**src/rtl/srl.sv**
```systemverilog
// Registered logical right shifter: a log-depth barrel of SHAMT_W mux levels
// feeding one output register stage, with a synchronous active-low reset.
module srl #(
  parameter int XLEN    = 32,
  parameter int SHAMT_W = 5
) (
  input  logic               clk,
  input  logic               rst_n,
  input  logic               in_valid,
  input  logic [XLEN-1:0]    rs1,
  input  logic [SHAMT_W-1:0] rs2,
  output logic [XLEN-1:0]    result,
  output logic               out_valid
);

  logic [XLEN-1:0] lvl [0:SHAMT_W];
  logic [XLEN-1:0] result_d;
  logic [XLEN-1:0] result_q;
  logic            out_valid_d;
  logic            out_valid_q;

  assign lvl[0] = rs1;

  // Level k moves the word right by 2^k and zero-fills the vacated MSBs.
  for (genvar k = 0; k < SHAMT_W; k++) begin : g_level
    localparam int SH = 1 << k;
    assign lvl[k+1] = rs2[k] ? {{SH{1'b0}}, lvl[k][XLEN-1:SH]} : lvl[k];
  end

  // Next-state: result loads only on valid cycles; valid just follows in_valid.
  always_comb begin
    result_d    = result_q;
    out_valid_d = in_valid;
    if (in_valid) begin
      result_d = lvl[SHAMT_W];
    end else begin
      result_d = result_q;
    end
  end

  // Output register stage; reset wins over a simultaneous valid input.
  always_ff @(posedge clk) begin
    if (!rst_n) begin
      result_q    <= {XLEN{1'b0}};
      out_valid_q <= 1'b0;
    end else begin
      result_q    <= result_d;
      out_valid_q <= out_valid_d;
    end
  end

  assign result    = result_q;
  assign out_valid = out_valid_q;

endmodule

```
**config.mk**
```make
export PLATFORM = sky130hd
export DESIGN_NAME = srl
export DESIGN_NICKNAME = d
export VERILOG_FILES = /design/src/rtl/srl.sv
export SDC_FILE = /design/constraint.sdc
export NUM_CORES = 1
export LEC_CHECK = 0
export ABC_AREA = 1
export ABC_CLOCK_PERIOD_IN_PS = 2200
export CAP_MARGIN = 10
export CORE_UTILIZATION = 45
export CTS_BUF_LIST = sky130_fd_sc_hd__clkbuf_8
export DETAILED_ROUTE_END_ITERATION = 10
export PLACE_DENSITY = 0.77
export SETUP_SLACK_MARGIN = 0.4
export SYNTH_ARGS = -nofsm -noshare
export SYNTH_HDL_FRONTEND = slang
export SYNTH_SLANG_ARGS = --single-unit
```
**constraint.sdc**
```tcl
create_clock -name clk -period 2.2 [get_ports clk]
set_input_delay 0.22 -clock clk [delete_from_list [all_inputs] [get_ports clk]]
set_output_delay 0.22 -clock clk [all_outputs]
set_load 0.1 [all_outputs]
```
==> results.md, run 1 <==
- Outcome: finished clean
- Least-Margin Pin Slew: 658 ps
- First-pass GRT wire length: 14600 µm
- Reg2Reg Depth: 4
- Flip-flop and latch count after synthesis: 33
- Effective utilization at floorplan: 47.0%
- Worst Setup Start Kind: input pin
- Fin nets: 556
- Post-synthesis sequential area ratio: 25.4%
- Core Region: 5540 µm²
- Initial antenna violation count: 0
- Total power: 0.00186 W
- Layout Utilization: 60.4%
- Worst hold slack: 465 ps
- CTS Buffer Depth: 2
- CTS Buf Count: 5
- Final std cells w/o fill: 587
- Post-synth cell types: 18
- Post-Syn Nets: 500
- Number of hold buffers added after CTS: 0
- Setup TNS: 0 ps
- Pwr Density: 556 nW/µm²
- Skew-Pair Late Insertion Delay: 280 ps
- Worst-path clk slew: 70 ps
- Post-Route M1 WL: 4030 µm
- Worst Hold Class: reg -> reg
- Largest net degree at the start of global routing: 34
- CTS tree: yes
- Total global-route track usage: 30.6%
- Overall die area: 6090 µm²
- Skew final: 0 ps
- Routed len/inst: 15.5 µm
- Total grt overflow: 0
- DR WL met3: 647 µm
- DR pass1 iterations: 5
- Final HPWL DP: 6800 µm
- Max Cap Viol: 0
- Setup crit end kind: register
- CTS H-tree lvls: 2
- Die height: 78.1 µm
- Post-CTS Setup Inserts: 0
- Worst vdd ir: 0.000393 V
- # setup viols final: 0
- Period utilization: 76.8%
- Routability Congestion: 0.901
- Chip width: 78.1 µm
- Buffers on Ports: 72
- # diodes: 0
- Setup CP Type: in -> reg
- DRC violations left: 0
- Layout cells sized above 1: 10.5%
- Root Buffer: clkbuf_8
- Average cell area after synthesis: 5.66 µm²
- LEAKAGE: 1.56 nW
- Yosys warns: 0
- Met2 routed WL: 4110 µm
- Post-route ant nets: 0
- Achievable frequency: 592 MHz
- Final critical-path required period: 1690 ps
- # clock sinks: 33
- Top routing layer in use: met4
- RSZ-0062 raised after global routing: false
- CP Data Arrival Time: 1920 ps
- Via count: 3409
- Required @ worst endpoint: 2430 ps
- Initial DRC Count: 307
- Most frequent cells in the layout: nand3_1, nand2_1, buf_4, clkdlybuf4s50_1, dfxtp_1
- Worst-path fanout max: 31
- Vias/cell: 5.81
- R2R setup slack: 1480 ps
- Site row count: 27
- Synth Cell Area: 2600 µm²
- Synthesis-to-finish area growth: 28.5%
- Vias in the first global route: 3038
- Placed insts: 581
- Min-Delay Path Depth: 2
- Leading cell type in the layout, fill and taps excluded: nand3_1
- Worst slew margin relative to its limit: 56.1%
- Final Hold Vio Count: 0
- Fin. max-slew vios: 0
- IO Pins: 73
- Drt total wl: 9070 µm
- Syn Inst Count: 460
[worst paths after layout]
| path | from | endpoint |
|---|---|---|
| setup / recovery | rs2[0] | result[7] |
| hold / removal | result[17] | result[17] |
| setup reg to reg | result[4] | result[4] |
| hold reg to reg | result[17] | result[17] |
[cell type report]
type	instances	area (µm²)
Sequential cell	33	661
Fill cell	590	2190
Multi-Input combinational cell	373	1710
Clock inverter	1	5.00
Clock buffer	5	68.8
Tap cell	72	90.1
Inverter	19	76.3
Timing Repair Buffer	84	736
[metrics by stage]
step / setup slack [ps] / area, µm²
2_1_floorplan: 852 / 2600
4_1_cts: 471 / 3330
6_report: 510 / 3350
5_1_grt: 407 / 3350
3_5_place_dp: 193 / 3260
3_3_place_gp: 191 / 3260
[state kept, by name, indices dropped and copies added, names as in the netlist]
signal / count
result: 32
out_valid: 1
[logic make-up (layout without fill, tap and decap cells)]
group	Yosys count	in the layout	synth area share (%)
flip-flops	33	33	25.4
AND/OR/NAND/NOR	340	340	58.8
AO/OA/AOI/OAI	33	33	6.82
buffers and inverters	54	109	8.99
[worst max-delay path: stages]
cell	delay [ps]
clkdlybuf4s50_1	540
buf_6	260
nand2_1	110
nand3_1	120
nand3_1	170
nand3_1	160
nand3_1	110
nand3_1	120
nand2_1	50
inv_1	50
[report_power, final]
group | leakage (nW) | internal (W) | switching (W)
logic | 1.25 | 0.000234 | 0.000555
clock network | 0.0399 | 0.000208 | 0.000213
registers | 0.270 | 0.000629 | 0.0000191
total | 1.56 | 0.00107 | 0.000788
[per-layer routing]
layer | track usage [%] | vias to the layer above
li1 | - | 1683
met1 | 40.4 | 1562
met2 | 49.7 | 143
met3 | 4.88 | 21
met4 | 12.0 | 0
met5 | 0 | -
[synthesized netlist by cell type]
cell	number	area share [%]
buf_4	3	0.86
a31oi_1	4	0.96
a22oi_1	2	0.58
o21ai_1	3	0.58
nand2_1	136	20
nand4_1	3	0.72
nor2_1	7	1.0
nand3_1	193	37
o211ai_1	1	0.29
clkbuf_1	10	1.4
dfxtp_1	33	25
a21oi_1	20	3.8
buf_1	6	0.86
buf_2	16	3.1
o21ai_0	3	0.58
inv_2	2	0.29
nor3_2	1	0.38
inv_1	17	2.5
[timing repair]
| action | CTS | global route |
|---|---|---|
| endpoints found under the hold margin | 0 | 0 |
| setup endpoints to repair | 0 | 16 |
| gates resized for setup | 0 | 7 |
No activity file was read; power rests on OpenSTA's default activity.
==> run 2: changes to the inputs <==
--- a/config.mk
+++ b/config.mk
@@ -6,12 +6,12 @@
 export NUM_CORES = 1
 export LEC_CHECK = 0
 export ABC_AREA = 1
-export ABC_CLOCK_PERIOD_IN_PS = 2200
+export ABC_CLOCK_PERIOD_IN_PS = 1500
 export CAP_MARGIN = 10
 export CORE_UTILIZATION = 45
 export CTS_BUF_LIST = sky130_fd_sc_hd__clkbuf_8
 export DETAILED_ROUTE_END_ITERATION = 10
-export PLACE_DENSITY = 0.77
+export PLACE_DENSITY = 0.8
 export SETUP_SLACK_MARGIN = 0.4
 export SYNTH_ARGS = -nofsm -noshare
 export SYNTH_HDL_FRONTEND = slang
==> constraint.sdc (replaced) <==
create_clock -name clk -period 1.5 [get_ports clk]
set_input_delay 0.15 -clock clk [delete_from_list [all_inputs] [get_ports clk]]
set_output_delay 0.15 -clock clk [all_outputs]
set_load 0.1 [all_outputs]
==> run 2 against run 1 <==
Net effect: clock-buffer cell count did not move; register-to-register slack got worse by 820 ps; routed wire length rose by 32%; sequential power rose by 52%; global-route usage rose by 5.8 points; non-clock buffer count rose by 19; largest cell class unchanged; highest routed layer unchanged.
==> results.md, run 2 (synthesis gave the netlist of run 1 again) <==
- Outcome: finished clean
- Final HPWL DP: 7420 µm (+9.1%)
- Worst Hold Class: in -> reg
- Drt total wl: 12000 µm (+32%)
- Effective utilization at floorplan: 47.0% (unchanged)
- Total grt overflow: 0 (unchanged)
- Worst-path clk slew: 80 ps (about the same)
- Setup CP Type: in -> reg
- CP Data Arrival Time: 1380 ps (-540 ps)
- Fin nets: 576 (+3.6%)
- Final critical-path required period: 1140 ps
- Worst Setup Start Kind: input pin
- Leading cell type in the layout, fill and taps excluded: nand3_1
- RSZ-0062 raised after global routing: true
- Largest register FFs: 32 (unchanged)
- Pwr Density: 691 nW/µm² (+24%)
- CTS Buf Count: 5 (unchanged)
- Die height: 78.1 µm (unchanged)
- Via count: 3978 (+17%)
- Routability Congestion: 0.976 (+8.4%)
- Period utilization: 76.2%
- IO Pins: 73 (unchanged)
- Number of hold buffers added after CTS: 0 (unchanged)
- CTS Buffer Depth: 2 (unchanged)
- Buffers on Ports: 72 (unchanged)
- DRC violations left: 0 (unchanged)
- Largest net degree at the start of global routing: 33 (-2.9%)
- Skew final: 0 ps (unchanged)
- Fin. max-slew vios: 0 (unchanged)
- Least-Margin Pin Slew: 707 ps (+49.6 ps)
- # clock sinks: 33 (unchanged)
- Layout Utilization: 84.0% (+24 points)
- Routed len/inst: 19.6 µm (+27%)
- CTS tree: yes
- Synthesis-to-finish area growth: 78.7%
- Most frequent cells in the layout: nand3_1, nand2_1, nand3_2, buf_12, nand2_2
- DR pass1 iterations: 6 (+1)
- Initial antenna violation count: 0 (unchanged)
- LEAKAGE: 2.19 nW (+41%)
- FILL cells: 345 (-42%)
- Worst vdd ir: 0.000742 V (+89%)
- Chip width: 78.1 µm (unchanged)
- Worst slew margin relative to its limit: 52.8% (-3.3 points)
- Final Hold Vio Count: 0 (unchanged)
- Worst-path fanout max: 16 (-48%)
- Root Buffer: clkbuf_8
- Overall die area: 6090 µm² (unchanged)
- # setup viols final: 0 (unchanged)
- Layout cells sized above 1: 43.0% (+33 points)
- Site row count: 27 (unchanged)
- Total power: 0.00321 W (+73%)
- Vias in the first global route: 3594 (+18%)
- CTS H-tree lvls: 2 (unchanged)
- Max Cap Viol: 0 (unchanged)
- Initial DRC Count: 638 (+110%)
- Post-route ant nets: 0 (unchanged)
- Vias/cell: 6.52 (+12%)
- First-pass GRT wire length: 17300 µm (+18%)
- Achievable frequency: 875 MHz
- Total global-route track usage: 36.4% (+5.8 points)
- Skew-Pair Late Insertion Delay: 280 ps (about the same)
- Core Region: 5540 µm² (unchanged)
- Setup crit end kind: register
- Required @ worst endpoint: 1730 ps (-700 ps)
[run 2: changes by cell type in the layout (fill, tap and decap cells not counted), sizes merged]
| cell | previous run | this run |
|---|---|---|
| dlymetal6s2s | 0 | 19 |
| clkinv | 1 | 3 |
| clkdlybuf4s15 | 0 | 1 |
| buf | 45 | 65 |
| clkbuf | 5 | 6 |
| dlygate4sd2 | 0 | 15 |
| clkinvlp | 0 | 1 |
| diode | 0 | 1 |
| clkdlybuf4s50 | 39 | 2 |
[run 2: where the power goes]
group | switching [W] | internal, W | leakage [nW]
Clock | 0.000360 | 0.000320 | 0.0439
Combinational | 0.000991 | 0.000559 | 1.86
Sequential | 0.0000521 | 0.000932 | 0.283
[run 2: critical path, stage by stage]
cell     delay (ps)
buf_6           160
buf_12          180
nand2_1         130
nand3_2         140
nand2_2          90
o21ai_2         150
nand3_1         100
nand3_1         120
nand2_1          80
inv_1            70
[run 2: final timing paths]
path / start / slack (ps) / to / cells past startpoint
max: rs2[0] / 360 / result[4] / 10
min: in_valid / 370 / result[11] / 3
max reg2reg: result[4] / 660 / result[4] / 4
min reg2reg: result[23] / 490 / result[23] / 2
[run 2: metrics by stage]
step                      setup WS [ps]  cells  hold WS, ps  instance area, µm²  TNS, ps
after floorplan                     423    460          254                2650        0
after global placement             -380    593          474                3880    -9350
after detailed placement           -438    593          478                3880   -10510
after CTS                           380    607          367                4340        0
after global routing                322    609          404                4650        0
final                               358    610          375                4650        0
[run 2: repair_timing]
action,4_1_cts,5_1_grt
setup endpoints to repair,32,30
resized for setup,104,85
setup buffers,3,1
pin swaps,34,20
cloned,3,1
[run 2: area by class of cell]
cell class                      instances  area [µm²]  share of cell area (%)
Clock buffer                            5        68.8                    1.48
Sequential cell                        33         701                    15.1
Inverter                               19        91.3                    1.96
Multi-Input combinational cell        373        2220                    47.8
Timing Repair inverter                  1        8.76                   0.188
Timing Repair Buffer                  103        1450                    31.2
Antenna cell                            1        2.50                  0.0538
Tap cell                               72        90.1                    1.94
Clock inverter                          3        17.5                   0.376
[run 2: routing by layer]
metal / GRT usage [%] / vias up / share of wire (%) / routed length (µm)
met3: 9.19 / 109 / 11 / 1360
li1: - / 1730 / - / -
met4: 20.6 / 0 / 7.3 / 870
met5: 0 / - / 0 / 0
met2: 59.1 / 337 / 46 / 5540
met1: 43.8 / 1802 / 35 / 4200
==> run 3: changes to the inputs <==
--- a/config.mk
+++ b/config.mk
@@ -6,7 +6,7 @@
 export NUM_CORES = 1
 export LEC_CHECK = 0
 export ABC_AREA = 1
-export ABC_CLOCK_PERIOD_IN_PS = 1500
+export ABC_CLOCK_PERIOD_IN_PS = 900
 export CAP_MARGIN = 10
 export CORE_UTILIZATION = 45
 export CTS_BUF_LIST = sky130_fd_sc_hd__clkbuf_8
==> constraint.sdc (replaced) <==
create_clock -name clk -period 0.9 [get_ports clk]
set_input_delay 0.09 -clock clk [delete_from_list [all_inputs] [get_ports clk]]
set_output_delay 0.09 -clock clk [all_outputs]
set_load 0.1 [all_outputs]
==> run 3 against run 2 <==
Net effect: the run now fails in clock tree synthesis (4_1_cts); synthesized cell count is the same; synthesized area is the same.
==> results.md, run 3 <==
- Post-CTS Setup Inserts: 9 (+6)
- # clock sinks: 33 (unchanged)
- Root Buffer: clkbuf_8
- Syn Inst Count: 460 (unchanged)
- Routability Congestion: 0.978 (+0.16%)
- Post-Syn Nets: 500 (unchanged)
- Effective utilization at floorplan: 47.0% (unchanged)
- Stop err: [ERROR DPL-0033] detailed placement checks failed during check placement.
- Flip-flop and latch count after synthesis: 33 (unchanged)
- Synth Cell Area: 2600 µm² (unchanged)
- Top cells by area, synth: nand3_1, dfxtp_1, nand2_1
- Final HPWL DP: 8250 µm (+11%)
- Chip width: 78.1 µm (unchanged)
- Yosys top cell area share: 37.1% (unchanged)
- IO Pins: 73 (unchanged)
- Number of hold buffers added after CTS: 0 (unchanged)
- Yosys warns: 0 (unchanged)
- Synth cell count leaders: nand3_1, nand2_1, dfxtp_1
- Post-synthesis sequential area ratio: 25.4% (unchanged)
- Most frequent cell after synthesis: nand3_1
- Site row count: 27 (unchanged)
- CTS Buffer Depth: 2 (unchanged)
- Average cell area after synthesis: 5.66 µm² (unchanged)
- CTS H-tree lvls: 2 (unchanged)
- Buffers on Ports: 72 (unchanged)
- Failed at: clock tree synthesis (4_1_cts)
- CTS Buf Count: 5 (unchanged)
- Post-synth ARST share: 0% (unchanged)
- Post-synth cell types: 18 (unchanged)
- Yosys top cell by area: nand3_1
- Post_cts resized: 236 (+130%)
- Top FF cell, synth: dfxtp_1
- Die height: 78.1 µm (unchanged)
- Number of synthesized flops with an enable pin: 0 (unchanged)
- Outcome: did not finish
## run 3: cell counts after synthesis
Identical to the previous run, type by type.
## run 3: cells by family after synthesis
kind of cell    share of synthesized area [%]
simple gates                             58.8
buf+inv                                  8.99
flops                                    25.4
compound gates                           6.82
## run 3: per-stage QoR
step	std cells	instance area [µm²]	setup WS [ps]	utilization (%)
detailed placement	605	4370	-934	78.9
global placement	605	4370	-874	78.9
floorplan	460	3200	10.7	-
==> run 4: changes to the inputs <==
==> config.mk (replaced) <==
export PLATFORM = sky130hd
export DESIGN_NAME = srl
export DESIGN_NICKNAME = d
export VERILOG_FILES = /design/src/rtl/srl.sv
export SDC_FILE = /design/constraint.sdc
export NUM_CORES = 1
export LEC_CHECK = 0
export ABC_AREA = 1
export ABC_CLOCK_PERIOD_IN_PS = 1200
export CAP_MARGIN = 10
export CORE_UTILIZATION = 30
export DETAILED_ROUTE_END_ITERATION = 10
export PLACE_DENSITY_LB_ADDON = 0.15
export SYNTH_ARGS = -nofsm -noshare
export SYNTH_HDL_FRONTEND = slang
export SYNTH_SLANG_ARGS = --single-unit
==> constraint.sdc (replaced) <==
create_clock -name clk -period 1.2 [get_ports clk]
set_input_delay 0.12 -clock clk [delete_from_list [all_inputs] [get_ports clk]]
set_output_delay 0.12 -clock clk [all_outputs]
set_load 0.1 [all_outputs]
==> run 4 against run 3 <==
Net effect: the flow now finishes without violations.
==> results.md, run 4 (synthesis gave the netlist of run 1 again) <==
- CTS Buf Count: 5 (unchanged)
- IO Pins: 73 (unchanged)
- Largest register FFs: 32
- CTS Buffer Depth: 2 (unchanged)
- Slowest stage delay, CP: 490 ps
- RSZ-0062 raised after global routing: true
- Worst hold slack: 420 ps
- Flop pwr share: 31.5%
- Switching pwr: 0.00162 W
- Total global-route track usage: 23.7%
- Worst Hold Class: in -> reg
- FILL cells: 818
- Most frequent cells in the layout: nand3_1, nand2_1, buf_12, nand3_2, dfxtp_2
- Storage element area: 701 µm²
- Overall die area: 9060 µm²
- Leading cell type in the layout, fill and taps excluded: nand3_1
- Root Buffer: clkbuf_8
- Least-Margin Pin Slew: 259 ps
- Worst vdd ir: 0.000509 V
- Post-route ant nets: 0
- Placed insts: 639 (+5.6%)
- Chip width: 95.2 µm (+22%)
- Worst path slowest cell: clkdlybuf4s50_1
- WP buf/inv: 4
- Final std cells w/o fill: 654
- Clock power frac: 21.2%
- Total power: 0.00392 W
- Setup crit end kind: register
- # clock sinks: 33 (unchanged)
- Most used cell, CP: buf_6
- Drt total wl: 10600 µm
- CTS H-tree lvls: 2 (unchanged)
- Fin. max-slew vios: 0
- Synthesis-to-finish area growth: 74.2%
- Die height: 95.2 µm (+22%)
- Skew final: 0 ps
- Buffers on Ports: 72 (unchanged)
- # setup viols final: 0
- Area occupied by multi-input gates: 1950 µm²
- Max Cap Viol: 0
- Initial DRC Count: 295
- CP Data Arrival Time: 1370 ps
- Largest net degree at the start of global routing: 33
- Critical-path cell list: clkdlybuf4s50_1, inv_1, nor2_2, buf_6, buf_6, nand3_1, a21oi_1
- Setup TNS: 0 ps
- Setup CP Type: in -> reg
- Worst Setup Start Kind: input pin
- Required @ worst endpoint: 1420 ps
- Worst-path fanout max: 8
- Layout cells sized above 1: 32.2%
- Core Region: 8300 µm²
- Achievable frequency: 864 MHz
- Via count: 3633
- Worst slew margin relative to its limit: 82.6%
- Site row count: 33 (+22%)
- Total grt overflow: 0
- Pint: 0.00230 W
- Routed len/inst: 16.2 µm
- Period utilization: 96.4%
- LEAKAGE: 2.03 nW
- Outcome: finished clean
- Vias/cell: 5.56
- Comb power frac: 47.3%
- First-pass GRT wire length: 16500 µm
- DRC violations left: 0
- Net Sw Frac: 41.4%
- Skew-Pair Late Insertion Delay: 280 ps
- Final critical-path required period: 1160 ps
- Worst-path clk slew: 70 ps
- DR pass1 iterations: 5
- Fin nets: 588
- Number of hold buffers added after CTS: 0 (unchanged)
- Layout Utilization: 54.7%
- Effective utilization at floorplan: 31.4% (-16 points)
- Vias in the first global route: 3358
- Final Hold Vio Count: 0
- Family with the most delay on the worst path: buffers and inverters
- # diodes: 0
- Final HPWL DP: 7940 µm (-3.8%)
- Routability Congestion: 0.906 (-7.4%)
- CTS tree: yes
- Initial antenna violation count: 0
- Pwr Density: 864 nW/µm²
-- run 4: worst min-delay path, stage by stage --
cell and delay, ps:
dlymetal6s2s_1 140, nand2_1 110, nor2_2 60, nand2_1 80, nor2_1 60, nand2_1 50
a21oi_1 50
-- run 4: power by group through the flow --
| stage | combinational, W | clock [W] | sequential [W] |
|---|---|---|---|
| 3_5_place_dp | 0.00172 | 0 | 0.00126 |
| 4_1_cts | 0.00176 | 0.000833 | 0.00124 |
| 5_1_grt | 0.00198 | 0.000896 | 0.00124 |
| 6_report | 0.00186 | 0.000831 | 0.00123 |
| 3_3_place_gp | 0.00172 | 0 | 0.00126 |
| 2_1_floorplan | 0.000606 | 0 | 0.00163 |
-- run 4: timing repair --
item	4_1_cts	5_1_grt
setup buffers	2	1
gates resized for setup	23	59
cloned	3	1
pin swaps	1	3
setup endpoints to repair	32	28
-- run 4: area by class of cell --
type | count | area share (%)
clock buffer | 5 | 1.52
inverter | 19 | 1.63
tap | 105 | 2.90
timing repair buffer | 114 | 34.8
sequential | 33 | 15.4
clock inverter | 3 | 0.386
multi-input combinational | 373 | 43.0
timing repair inverter | 2 | 0.331
-- run 4: worst paths after layout --
path | from | endpoint | slack (ps) | depth (start not counted)
min reg2reg | result[18] | result[18] | 490 | 2
max | in_valid | result[21] | 40 | 7
max reg2reg | result[15] | result[15] | 480 | 2
min | rs1[31] | result[31] | 420 | 7
-- run 4: through the flow --
| step | area, µm² | setup WS [ps] |
|---|---|---|
| floorplan | 2640 | 64.5 |
| global placement | 4100 | -664 |
| detailed placement | 4100 | -683 |
| CTS | 4290 | 2.87 |
| global route | 4540 | -14.6 |
| finish | 4540 | 43.0 |
-- run 4: layer usage --
layer  up-vias  routed length, µm  global-route usage, %
li1       1759                  -                      -
met1      1676               4400                   30.3
met2       177               5190                   41.0
met3        21                703                   3.43
met4         0                282                   6.69
met5         -                  0                      0
